File: config.mk
export PLATFORM = sky130hd
export DESIGN_NAME = itcm_port_arbiter
export DESIGN_NICKNAME = d
export VERILOG_FILES = /design/src/rtl/itcm_port_arbiter.sv
export SDC_FILE = /design/constraint.sdc
export NUM_CORES = 1
export LEC_CHECK = 0
export CAP_MARGIN = 20
export CORE_MARGIN = 3
export CORE_UTILIZATION = 27
export CTS_CLUSTER_SIZE = 30
export DETAILED_ROUTE_END_ITERATION = 7
export HOLD_SLACK_MARGIN = 0.05
export PLACE_DENSITY = 0.84
export SYNTH_ARGS = -nofsm -noshare
export SYNTH_HDL_FRONTEND = slang
export SYNTH_SLANG_ARGS = --single-unit
File: constraint.sdc
create_clock -name clk -period 1.63 [get_ports clk]
set_clock_uncertainty 0.05 [all_clocks]
set_input_delay 0.2445 -clock clk [delete_from_list [all_inputs] [get_ports clk]]
set_output_delay 0.2445 -clock clk [all_outputs]
set_load 0.05 [all_outputs]
File: src/rtl/itcm_port_arbiter.sv
// Shares one single-port ITCM SRAM between the IFU fetch and LSU data channels.
// Build macro ITCM_ARB_RR_EN swaps LSU-first priority for round-robin arbitration.
module itcm_port_arbiter #(
  parameter int AW = 16,
  parameter int DW = 32,
  parameter int MW = 4
) (
  input  logic          clk,
  input  logic          rst,
  input  logic          ifu_req_valid,
  output logic          ifu_req_ready,
  input  logic [AW-1:0] ifu_req_addr,
  output logic          ifu_rsp_valid,
  input  logic          ifu_rsp_ready,
  output logic [DW-1:0] ifu_rsp_rdata,
  input  logic          lsu_req_valid,
  output logic          lsu_req_ready,
  input  logic [AW-1:0] lsu_req_addr,
  input  logic          lsu_req_write,
  input  logic [DW-1:0] lsu_req_wdata,
  input  logic [MW-1:0] lsu_req_wmask,
  output logic          lsu_rsp_valid,
  input  logic          lsu_rsp_ready,
  output logic [DW-1:0] lsu_rsp_rdata,
  output logic          ram_cs,
  output logic          ram_we,
  output logic [MW-1:0] ram_wem,
  output logic [AW-1:0] ram_addr,
  output logic [DW-1:0] ram_din,
  input  logic [DW-1:0] ram_dout
);
  typedef enum logic [1:0] {
    ST_IDLE   = 2'd0,
    ST_ACCESS = 2'd1,
    ST_RESP   = 2'd2
  } state_t;

  localparam logic OWN_IFU = 1'b0;
  localparam logic OWN_LSU = 1'b1;

  state_t        r_state;
  state_t        w_state_nxt;
  logic          r_owner;
  logic          r_is_wr;
  logic [DW-1:0] r_rdata;
  logic          w_rsp_hs;
  logic          w_window;
  logic          w_prio_lsu;
  logic          w_sel_lsu;
  logic          w_sel_ifu;
  logic          w_grant;

`ifdef ITCM_ARB_RR_EN
  logic r_last_grant;

  // Remembers the previous winner so contention alternates between requesters.
  always_ff @(posedge clk) begin
    if (rst) begin
      r_last_grant <= OWN_IFU;
    end else if (w_grant) begin
      r_last_grant <= w_sel_lsu;
    end else begin
      r_last_grant <= r_last_grant;
    end
  end

  assign w_prio_lsu = (r_last_grant == OWN_IFU);
`else
  assign w_prio_lsu = 1'b1;
`endif

  // A new grant may overlap the cycle in which the current owner takes its response.
  assign w_rsp_hs  = (r_state == ST_RESP) &
                     ((r_owner == OWN_LSU) ? lsu_rsp_ready : ifu_rsp_ready);
  assign w_window  = ~rst & ((r_state == ST_IDLE) | w_rsp_hs);
  assign w_sel_lsu = lsu_req_valid & (~ifu_req_valid | w_prio_lsu);
  assign w_sel_ifu = ifu_req_valid & ~w_sel_lsu;
  assign w_grant   = w_window & (w_sel_lsu | w_sel_ifu);

  assign lsu_req_ready = w_window & w_sel_lsu;
  assign ifu_req_ready = w_window & w_sel_ifu;

  // Next-state decode and SRAM command driven in the grant cycle.
  always_comb begin
    w_state_nxt = r_state;
    ram_cs      = 1'b0;
    ram_we      = 1'b0;
    ram_wem     = {MW{1'b0}};
    ram_addr    = ifu_req_addr;
    ram_din     = {DW{1'b0}};
    case (r_state)
      ST_IDLE: begin
        if (w_grant) begin
          w_state_nxt = ST_ACCESS;
        end else begin
          w_state_nxt = ST_IDLE;
        end
      end
      ST_ACCESS: begin
        w_state_nxt = ST_RESP;
      end
      ST_RESP: begin
        if (w_rsp_hs) begin
          w_state_nxt = w_grant ? ST_ACCESS : ST_IDLE;
        end else begin
          w_state_nxt = ST_RESP;
        end
      end
      default: begin
        w_state_nxt = ST_IDLE;
      end
    endcase
    if (w_grant) begin
      ram_cs = 1'b1;
      if (w_sel_lsu) begin
        ram_addr = lsu_req_addr;
        ram_din  = lsu_req_wdata;
        ram_we   = lsu_req_write;
        ram_wem  = lsu_req_write ? lsu_req_wmask : {MW{1'b0}};
      end else begin
        ram_addr = ifu_req_addr;
      end
    end else begin
      ram_cs = 1'b0;
    end
  end

  // FSM state, transaction owner and the captured read data.
  always_ff @(posedge clk) begin
    if (rst) begin
      r_state <= ST_IDLE;
      r_owner <= OWN_IFU;
      r_is_wr <= 1'b0;
      r_rdata <= {DW{1'b0}};
    end else begin
      r_state <= w_state_nxt;
      if (w_grant) begin
        r_owner <= w_sel_lsu;
        r_is_wr <= w_sel_lsu & lsu_req_write;
      end else begin
        r_owner <= r_owner;
        r_is_wr <= r_is_wr;
      end
      if (r_state == ST_ACCESS) begin
        r_rdata <= r_is_wr ? {DW{1'b0}} : ram_dout;
      end else begin
        r_rdata <= r_rdata;
      end
    end
  end

  assign ifu_rsp_valid = (r_state == ST_RESP) & (r_owner == OWN_IFU);
  assign lsu_rsp_valid = (r_state == ST_RESP) & (r_owner == OWN_LSU);
  assign ifu_rsp_rdata = ifu_rsp_valid ? r_rdata : {DW{1'b0}};
  assign lsu_rsp_rdata = lsu_rsp_valid ? r_rdata : {DW{1'b0}};

endmodule
==> results.cfg <==
[timing]
drv_slew = 0
slew_headroom = 0.737
worst_pin_slew_ps = 393
min_period_ps = 2320
fin_crit_sh = 1.42
setup_ws_ps = -686
hold_viol_final = 0
setup_tns_ps = -56020
rsz0062_at_grt = yes
hold_slack_ps = 437
setup_viol = 125
max_freq_ghz = 0.432

[critical_path]
crit_buf_inv = 3
r2r_cells = 6
cp-start-kind = flop
r2r_setup_slack_ps = -90
critical_path_depth = 6
reg2reg_to = r_rdata[30]
crit_slowest_cell = dfxtp_2
crit_end = ram_addr[4]
worst_ep_arrival_time_ps = 2020
worstPathCellList = mux2i_2 -> a2111oi_4 -> buf_4 -> clkbuf_16 -> mux2_4 -> buf_6
critPathMaxFanout = 7
crit_required_ps = 1340
crit_path_start = r_owner
max_stage_delay_ps = 360
path_delay_family = buffers and inverters
r2r-start = r_state[0]
crit_type = flop to primary output
endpoint_kind = primary output

[clock_network]
clk_latency_ps = 290
h-tree-depth = 2
max-clock-path-buffers = 2
cts.sinks = 36
clkTransAtPathRegs_ps = 80
cts_root_buf = clkbuf_8
cts_made_buffers = 5
cts_tree = yes

[synth]
synth_edf_count = 0
yosys_most_used_dff = dfxtp_1
synthDistinctLibCells = 28
avgSynthCellArea_sq_um = 8.39
ys_seq_elements = 36
synth_nets = 373
synthArstFlopShare = 0
yosysWarnings = 0
syn_area_sq_um = 2230
synth_cells = 266
ys_seq_area_frac = 0.323

[pwr]
p_int_mw = 2.23
clockPowerShare = 0.241
swShare = 0.349
power_frac_seq = 0.296
p_leak_nw = 2.78
p_comb_frac = 0.463
worst_ir_drop_vdd_mv = 0.478
powerDensity_nw_per_um2 = 510
switchingPower_mw = 1.19

[place]
gp_congestion = 0.802
dpl.cell_count = 590
place_hpwl_um = 9450
port_buffers = 228
place_ws_ps = -706

[routing]
antenna_left = 0
avgRoutedWirePerCell_um = 26.2
via_per_inst = 5.41
dr.pass1.iters = 5
vias = 3362
drt-initial-drc-count = 221
drc = 0
wl_um = 16300

[cells_and_area]
final_cell_mix = buf_12 (111), clkdlybuf4s50_1 (104), and2_4 (97)
nets = 626
final_common_cell = buf_12
multiInputGateArea_sq_um = 1770
seqCellArea_sq_um = 727
n_antenna_cell = 0
drive_gt1_frac = 0.577
finalNonFillerCells = 622
fillers = 303
syn_to_final_growth_pct = 201

[global_routing]
gr-usage-met2 = 0.571
top_usage_layer = met2
antenna_found_initial = 0
track_usage = 0.300
gr-total-overflow = 0
grt_pass1_wl_um = 21600
grt_pass1_vias = 3480
use_met3 = 0.0678
met1_usage = 0.308
grt_max_degree = 27

[outcome]
outcome = finished, violations left
violations = setup timing

[die]
die-area_sq_um = 9390
ios = 229
start_util = 0.283
die_w_um = 96.9
core_sq_um = 7890
row_count = 32
die_height_um = 96.9

[run]
max-cap-violations = 0

[worst_hold_path]
hp-class = flop to flop
-- worst min-delay path: stages, from the launching register on --
cell	delay, ps
dfxtp_1	330
nand2_1	60
a21oi_1	50
-- registers in the layout, summed over array words and instances (netlist names) --
register  count
r_is_wr       1
r_state       2
r_owner       1
r_rdata      32
-- power by group through the flow --
stage	registers (mW)	clock network [mW]	logic [mW]
detailed placement	1.01	0	1.34
CTS	0.995	0.798	1.49
global placement	0.999	0	1.31
floorplan	0.995	0	0.678
finish	1.01	0.826	1.59
global route	1.02	0.855	1.63
-- worst min path at each step --
| stage | startpoint | cells past startpoint | to |
|---|---|---|---|
| floorplan | ram_dout[10] | 1 | r_rdata[10] |
| global placement | r_rdata[20] | 2 | r_rdata[20] |
| detailed placement | r_rdata[26] | 2 | r_rdata[26] |
| CTS | r_rdata[26] | 2 | r_rdata[26] |
| global route | r_rdata[18] | 2 | r_rdata[18] |
| finish | r_rdata[19] | 2 | r_rdata[19] |
-- synthesized netlist by cell type (2+ instances only) --
| cell type | instances | area [sq um] |
|---|---|---|
| dfxtp_1 | 36 | 721 |
| nand2_1 | 18 | 67.6 |
| and3_1 | 4 | 25.0 |
| and2_1 | 97 | 607 |
| a22o_1 | 14 | 123 |
| buf_2 | 6 | 30.0 |
| mux2_2 | 16 | 180 |
| nor2_1 | 2 | 7.51 |
| nand3b_1 | 20 | 150 |
| a21oi_1 | 19 | 95.1 |
| clkbuf_1 | 12 | 45.0 |
| buf_4 | 3 | 22.5 |
| inv_1 | 2 | 7.51 |
| nor3_1 | 2 | 10.0 |
| nand2b_1 | 2 | 12.5 |
-- layer usage --
layer / routed length (um) / vias to the layer above
met4: 967 / 0
met5: 0 / -
met1: 5460 / 1637
met3: 1180 / 73
met2: 8720 / 256
li1: - / 1396
-- cells by family (layout without fill, tap and decap cells) --
family / Yosys count / in the layout / share of synthesized area
and+or+nand+nor: 150 / 150 / 0.413
AOI/OAI and AO/OA: 38 / 38 / 0.126
DFF: 36 / 36 / 0.323
buffers and inverters: 25 / 279 / 0.0538
muxes: 17 / 17 / 0.0852
-- final cells by class --
type | instances | area share
inverters | 2 | 0.00112
repair buffers | 269 | 0.592
well taps | 102 | 0.0190
flip-flops and latches | 36 | 0.108
multi-input cells | 205 | 0.263
clock inverters | 3 | 0.00634
clock buffers | 5 | 0.0102
-- per-stage QoR --
stage | instance area, sq um | utilization | power, mW
after floorplan | 2550 | - | 1.67
after global placement | 6010 | 0.762 | 2.31
after detailed placement | 6010 | 0.762 | 2.35
after CTS | 6570 | 0.833 | 3.28
after global routing | 6710 | 0.851 | 3.51
final | 6710 | 0.851 | 3.42
-- repair_timing --
item	4_1_cts	5_1_grt
cloned	6	5
pin swaps	8	2
setup buffers	11	4
hold buffers	0	0
setup endpoints to repair	136	146
endpoints found under the hold margin	0	0
gates resized for setup	93	7
Power figures use the tool's default switching activity.
